`src/rtl/cla_multiword_seq.sv`:
```
// Sequences a (32*WORDS)-bit add through an external 32-bit CLA, one slice per cycle, LSW first.
// Optional macro CLA_SEQ_SUB_EN adds a 'sub' input selecting A - B.
module cla_multiword_seq #(
   parameter int unsigned WORDS = 2
) (
   input  logic                  clk,
   input  logic                  rst_n,
`ifdef CLA_SEQ_SUB_EN
   input  logic                  sub,
`endif
   input  logic                  start,
   input  logic [32*WORDS-1:0]   op_a,
   input  logic [32*WORDS-1:0]   op_b,
   input  logic                  cin,
   output logic                  ready,
   output logic                  busy,
   output logic                  done,
   output logic [32*WORDS-1:0]   result,
   output logic                  cout,
   output logic [31:0]           adder_a,
   output logic [31:0]           adder_b,
   output logic                  adder_cin,
   input  logic [31:0]           adder_sum,
   input  logic                  adder_cout
);

   localparam int unsigned W     = 32 * WORDS;
   localparam int unsigned IDX_W = (WORDS > 1) ? $clog2(WORDS) : 1;
   localparam logic [IDX_W-1:0] IDX_LAST = IDX_W'(WORDS - 1);

   typedef enum logic [1:0] {
      IDLE = 2'd0,
      RUN  = 2'd1,
      DONE = 2'd2
   } state_t;

   state_t             state;
   state_t             state_nx;
   logic [IDX_W-1:0]   idx;
   logic               carry_reg;
   logic [W-1:0]       a_reg;
   logic [W-1:0]       b_reg;
   logic               sub_reg;
   logic               accept;
   logic               last_slice;
   logic [31:0]        b_slice;

   assign accept     = (state == IDLE) && start;
   assign last_slice = (idx == IDX_LAST);

   // State register
   always_ff @(posedge clk or negedge rst_n) begin
      if (!rst_n) begin
         state <= IDLE;
      end else begin
         state <= state_nx;
      end
   end

   // Next-state logic
   always_comb begin
      state_nx = state;
      case (state)
         IDLE:    if (start) state_nx = RUN;
         RUN:     if (last_slice) state_nx = DONE;
         DONE:    state_nx = IDLE;
         default: state_nx = IDLE;
      endcase
   end

   // Adder drive: current slice while running, zero otherwise
   always_comb begin
      adder_a   = '0;
      adder_b   = '0;
      adder_cin = 1'b0;
      b_slice   = b_reg[32*idx +: 32];
      if (state == RUN) begin
         adder_a   = a_reg[32*idx +: 32];
         adder_b   = sub_reg ? ~b_slice : b_slice;
         adder_cin = carry_reg;
      end
   end

   // Operand capture and slice-by-slice accumulation
   always_ff @(posedge clk or negedge rst_n) begin
      if (!rst_n) begin
         idx       <= '0;
         carry_reg <= 1'b0;
         a_reg     <= '0;
         b_reg     <= '0;
         sub_reg   <= 1'b0;
         result    <= '0;
         cout      <= 1'b0;
      end else if (accept) begin
         idx   <= '0;
         a_reg <= op_a;
         b_reg <= op_b;
`ifdef CLA_SEQ_SUB_EN
         sub_reg   <= sub;
         carry_reg <= sub ? 1'b1 : cin;
`else
         sub_reg   <= 1'b0;
         carry_reg <= cin;
`endif
      end else if (state == RUN) begin
         result[32*idx +: 32] <= adder_sum;
         carry_reg            <= adder_cout;
         if (last_slice) begin
            cout <= adder_cout;
         end else begin
            idx <= idx + IDX_W'(1);
         end
      end
   end

   // Handshake flags follow the next state so they line up with it
   always_ff @(posedge clk or negedge rst_n) begin
      if (!rst_n) begin
         ready <= 1'b1;
         busy  <= 1'b0;
         done  <= 1'b0;
      end else begin
         ready <= (state_nx == IDLE);
         busy  <= (state_nx == RUN);
         done  <= (state_nx == DONE);
      end
   end

endmodule

```
`config.mk`:
```
export PLATFORM = sky130hd
export DESIGN_NAME = cla_multiword_seq
export DESIGN_NICKNAME = d
export VERILOG_FILES = /design/src/rtl/cla_multiword_seq.sv
export SDC_FILE = /design/constraint.sdc
export NUM_CORES = 1
export LEC_CHECK = 0
export BUFFER_PORTS_ARGS = -buffer_cell sky130_fd_sc_hd__clkbuf_2
export CAP_MARGIN = 20
export CORE_MARGIN = 3
export CORE_UTILIZATION = 50
export DETAILED_ROUTE_END_ITERATION = 7
export MAX_ROUTING_LAYER = met4
export PLACE_DENSITY = 0.77
export SYNTH_ARGS = -nofsm -noshare
export SYNTH_HDL_FRONTEND = slang
export SYNTH_SLANG_ARGS = --single-unit
```
`constraint.sdc`:
```
create_clock -name clk -period 1.86 [get_ports clk]
set_input_delay 0.093 -clock clk [delete_from_list [all_inputs] [get_ports clk]]
set_output_delay 0.093 -clock clk [all_outputs]
set_load 0.05 [all_outputs]
```
==> results.toml, run 1 <==
[status]
status = "complete, but fails checks"
violations = "negative setup slack"

[synth]
synth_seq_area_share_pct = 59.2
yosys.area_share.simple_pct = 3.73
ys_seq_elements = 200
synth_xor_area_share_pct = 0
syn_nets = 743
syn_inst = 578
synth_area_per_cell_sq_um = 14.6
yosys.cell_types.count = 19
synth_fa_ha_area_share_pct = 0
ys.warnings.count = 0
syn_area_sq_um = 8450
synth_top_family_by_area = "multiplexers"
synthMuxAreaShare_pct = 33.4
synth_compound_gate_area_share_pct = 0.192

[power_and_ir_drop]
clkPwrFrac_pct = 14.1
ir_drop_uv = 1670
power_density_nw_per_um2 = 2100
power.internal_uw = 14400
p_sw_uw = 12400
combPwrFrac_pct = 56.2
p_leak_uw = 0.00614
p_seq_share_pct = 29.7
swShare_pct = 46.2
power.total_uw = 26900

[routing]
ant_nets = 0
postRouteWirelength_microns = 24900
drc = 0
highest_layer = "met4"
met2_length_microns = 13100
num_vias = 6625
dr_wl_met3_microns = 1700
vias_per_cell = 5.20
firstDrtPassIters = 4
drt_iter0_drc = 219
wl_per_cell_microns = 19.6
wl_met1_microns = 9210

[layout]
drive_gt1_share_pct = 52.2
multiInputGateArea_sq_um = 3190
fin_util_pct = 79.0
final_cell_mix = "clkbuf_2 (232), dfrtp_1 (197), mux2_2 (190), dlygate4sd3_1 (163), nor2_1 (66)"
fillers = 853
layout_commonest_cell = "clkbuf_2"
ff_latch_area_sq_um = 5010
nets = 1208
layout.cells.non_filler = 1273
syn2layout_area_growth_pct = 51.6

[place]
gp_congestion = 0.776
dp_hpwl_microns = 14200
numPortBuffers = 297
dp_slack_ns = 0.148
placed_cells = 1075

[grt]
grt_max_degree = 58
grt_pass1_wl_microns = 38400
antenna_found_initial = 0
gr-total-overflow = 0
grt_use_total_pct = 27.8
grt_pass1_vias = 7348

[worst_setup_path]
reg2reg_to = "a_reg[35]"
reg2reg_slack_ns = 0.14
cp-end-kind = "output pin"
crit_fanout = 24
critical-path-max-stage-delay_ns = 0.52
crit_arrival_ns = 1.77
crit_chain = "buf_12 -> mux2i_2 -> nor2_1 -> clkbuf_4"
slowest_stage = "dfrtp_4"
cp.depth = 4
path_buf_inv = 2
critical_path_required_ns = 1.77
r2r_cells = 5
crit_type = "reg2out"
critical-path-top-delay-family = "flip-flops"
reg2reg_from = "state[1]"
cp-start-kind = "flip-flop"

[floorplanning]
fp.dieH_microns = 136
io_pins = 298
rows = 46
core_area_sq_um = 16200
dieArea_sq_um = 18500
die_x_microns = 136
initial_core_util_pct = 52.1

[timing]
fin_crit_sh_pct = 100
setup_viol = 2
slew_violations = 0
hold_ws_ns = 0.0539
slew_headroom_pct = 68.1
finalCriticalPeriod_ns = 1.86
grt_setup_unrepaired = "true"
fin_ws_ns = -0.00367
hold_violations = 0
clock_skew_ns = 0.0115
fmax_ghz = 0.537
worst_slew_pin_slew_ns = 0.478

[worst_hold_path]
holdPathEnd = "carry_reg"
worstHoldPathCells = 3
hold_path_class = "in2reg"
min_from = "cin"

[clock_tree]
clk_pin_slew_ns = 0.06
cts_root_buffer = "clkbuf_16"
clkLatencyLatePin_ns = 0.43
cts_made_buffers = 17
cts_tree = "done"
clkSinkCount = 200
cts.htree.levels = 4
clk_path_buf_depth = 2

[flow_run]
cap_violations = 0
-- worst max path at each step --
stage	start	end	slack, ns
2_1_floorplan	idx	adder_a[0]	0.06
4_1_cts	idx	adder_b[2]	-0.02
6_report	idx	adder_b[14]	-0.004
3_3_place_gp	state[1]	b_reg[61]	0.20
3_5_place_dp	state[1]	a_reg[35]	0.15
5_1_grt	idx	adder_b[8]	-0.06
-- layer usage --
metal | GRT usage, % | vias up
li1 | - | 2953
met1 | 30.0 | 3276
met2 | 48.2 | 318
met3 | 7.51 | 78
met4 | 11.9 | 0
met5 | - | -
-- layout make-up --
type	instances	area share (%)
tap	216	2.11
timing repair buffer	482	29.1
multi-input combinational	338	24.9
sequential	200	39.1
clock inverter	13	1.30
antenna	1	0.0195
inverter	4	0.117
clock buffer	19	3.38
-- repair_timing --
| item | 4_1_cts | 5_1_grt |
|---|---|---|
| gates resized for setup | 60 | 62 |
| endpoints found under the hold margin | 246 | 0 |
| gates cloned | 1 | 0 |
| hold buffers | 163 | 0 |
| buffers inserted | 1 | 0 |
| pin swaps | 0 | 1 |
| endpoints found under the setup margin | 58 | 56 |
-- worst register-to-register path: cells and delay by family, from the launching register on --
kind / cells / cell delay [ns]
flip-flops: 1 / 0.43
buffers and inverters: 2 / 0.42
AND/OR/NAND/NOR: 2 / 0.40
multiplexers: 1 / 0.37
-- cells in the mapped netlist (all sizes together) --
cell     count  area share [%]
dfrtp      199              59
mux2       193              26
nor2        69             3.2
mux2i       65             7.7
buf         33             3.2
inv          4            0.18
clkbuf       3            0.13
nand2        3            0.16
nor3         3            0.18
nand2b       2            0.15
and2b        1           0.089
dfstp        1            0.31
o21bai       1           0.089
o2bb2ai      1            0.10
-- per-stage QoR --
step	instance area (sq um)	setup TNS, ns
2_1_floorplan	8450	0
3_3_place_gp	10300	0
3_5_place_dp	10300	0
4_1_cts	12800	-0.0476
5_1_grt	12800	-0.336
6_report	12800	-0.00535
-- power by group through the flow --
stage	logic (uW)	registers (uW)	clock network (uW)
4_1_cts	14700	7840	3850
6_report	15100	7970	3800
3_5_place_dp	13800	7870	0
2_1_floorplan	8180	10200	0
3_3_place_gp	13600	7770	0
5_1_grt	15800	8230	4050
-- kinds of logic (layout without fill, tap and decap cells) --
logic type             Yosys count  after routing
DFF                            200            200
and+or+nand+nor                 78             78
buffers and inverters           40            518
muxes                          258            258
other                            0              1
AOI/OAI and AO/OA                2              2
Power figures use the tool's default switching activity.
==> inputs of run 2 (changes only) <==
Settings changed: HOLD_SLACK_MARGIN from default to 0.1.
==> run 2 against run 1 <==
Net effect:
- the run now ends clean
- first-iteration DRC count rose by 8.2%
- wire length rose by 0.13%
- clock-buffer cell count did not move
==> results.toml, run 2 (synthesis gave the netlist of run 1 again) <==
[status]
status = "complete, no violations"

[worst_setup_path]
crit_fanout = 24
crit_chain = "buf_12 -> mux2i_2 -> nor2_1 -> clkbuf_4"
critical_path_required_ns = 1.77
cp-end-kind = "output pin"
cp-start-kind = "flip-flop"
crit_arrival_ns = 1.76
slowest_stage = "dfrtp_4"
crit_type = "reg2out"
critical-path-max-stage-delay_ns = 0.51

[timing]
clock_skew_ns = 0.0110
hold_violations = 0
finalSetupTns_ns = 0
hold_ws_ns = 0.191
slew_headroom_pct = 68.1
slew_violations = 0
fmax_ghz = 0.539
finalCriticalPeriod_ns = 1.85
worst_slew_pin_slew_ns = 0.479
grt_setup_unrepaired = "true"
setup_viol = 0
fin_crit_sh_pct = 99.7

[floorplanning]
die_x_microns = 136
dieArea_sq_um = 18500
fp.dieH_microns = 136
core_area_sq_um = 16200
initial_core_util_pct = 52.1
io_pins = 298
rows = 46

[worst_hold_path]
hold_path_class = "in2async"

[place]
numPortBuffers = 297
dp_hpwl_microns = 14200
gp_congestion = 0.776

[clock_tree]
clk_path_buf_depth = 2
cts_root_buffer = "clkbuf_16"
clkSinkCount = 200
cts_tree = "done"
clk_pin_slew_ns = 0.07
cts_made_buffers = 17
cts.htree.levels = 4
clkLatencyLatePin_ns = 0.43

[routing]
num_vias = 6616
vias_per_cell = 5.19
wl_per_cell_microns = 19.6
postRouteWirelength_microns = 24900
firstDrtPassIters = 4
drt_iter0_drc = 237
drc = 0
ant_nets = 0

[layout]
fillers = 851
layout_commonest_cell = "clkbuf_2"
drive_gt1_share_pct = 52.1
syn2layout_area_growth_pct = 51.7
nets = 1209
final_cell_mix = "clkbuf_2 (232), dfrtp_1 (197), mux2_2 (190), dlygate4sd3_1 (164), nor2_1 (66)"

[power_and_ir_drop]
swShare_pct = 46.2
power.total_uw = 26900
combPwrFrac_pct = 56.2
power_density_nw_per_um2 = 2090
p_sw_uw = 12400
p_seq_share_pct = 29.7
power.internal_uw = 14400
ir_drop_uv = 1670
clkPwrFrac_pct = 14.2
p_leak_uw = 0.00614

[grt]
grt_use_total_pct = 27.8
grt_pass1_wl_microns = 38400
grt_max_degree = 58
antenna_found_initial = 0
gr-total-overflow = 0
grt_pass1_vias = 7359

[flow_run]
cap_violations = 0
==> run 2: cell types whose count changed in the layout (fill, tap and decap cells not counted) <==
cell | before | now
dlygate4sd3_1 | 163 | 164
==> run 2: through the flow <==
step,instance area (sq um),setup WS [ns],instances,utilization (%)
finish,12800,0.00634,1274,79.0
global route,12800,-0.0554,1273,79.0
CTS,12800,-0.0178,1273,78.7
detailed placement,10300,0.148,1075,63.3
global placement,10300,0.196,1075,63.3
floorplan,8450,0.0575,578,-
==> run 2: final timing paths <==
path                           start           to  slack [ns]  cells past startpoint
setup / recovery                 idx  adder_b[14]       0.006                      4
hold / removal                 rst_n    b_reg[27]        0.19                      2
setup reg to reg            state[1]    a_reg[35]        0.14                      5
hold reg to reg            result[3]    result[3]        0.50                      1
max in group asynchronous      rst_n        ready        0.97                      3
min in group clk               start        ready        0.42                      3
==> run 2: worst max-delay path: cells and delay by family (launching register included) <==
kind | cells | cell delay [ns]
AND/OR/NAND/NOR | 1 | 0.07
multiplexers | 1 | 0.29
buffers and inverters | 2 | 0.45
flip-flops | 1 | 0.51
==> run 2: power groups by stage <==
stage	sequential [uW]	combinational [uW]	clock [uW]
4_1_cts	7840	14700	3850
3_3_place_gp	7770	13600	0
6_report	7970	15100	3800
3_5_place_dp	7870	13800	0
2_1_floorplan	10200	8180	0
5_1_grt	8230	15800	4050
==> run 2: layout make-up <==
cell class / instances / area, sq um / area share [%]
Antenna cell: 1 / 2.50 / 0.0195
Clock buffer: 19 / 433 / 3.37
Clock inverter: 13 / 166 / 1.30
Inverter: 4 / 15.0 / 0.117
Multi-Input combinational cell: 338 / 3190 / 24.9
Sequential cell: 200 / 5010 / 39.1
Tap cell: 216 / 270 / 2.11
Timing Repair Buffer: 483 / 3740 / 29.2
==> run 2: repair_timing <==
action,CTS,global route
setup buffers,1,0
hold endpoints to repair,397,0
gates cloned,1,0
pin swaps,0,1
gates resized for setup,60,62
endpoints found under the setup margin,58,56
hold buffers,164,0
==> run 2: layer usage <==
layer | GRT usage, % | up-vias | wire length, microns
li1 | - | 2955 | -
met2 | 48.2 | 315 | 13100
met5 | - | - | 0
met3 | 7.55 | 82 | 1730
met1 | 30.0 | 3264 | 9210
met4 | 12.0 | 0 | 888
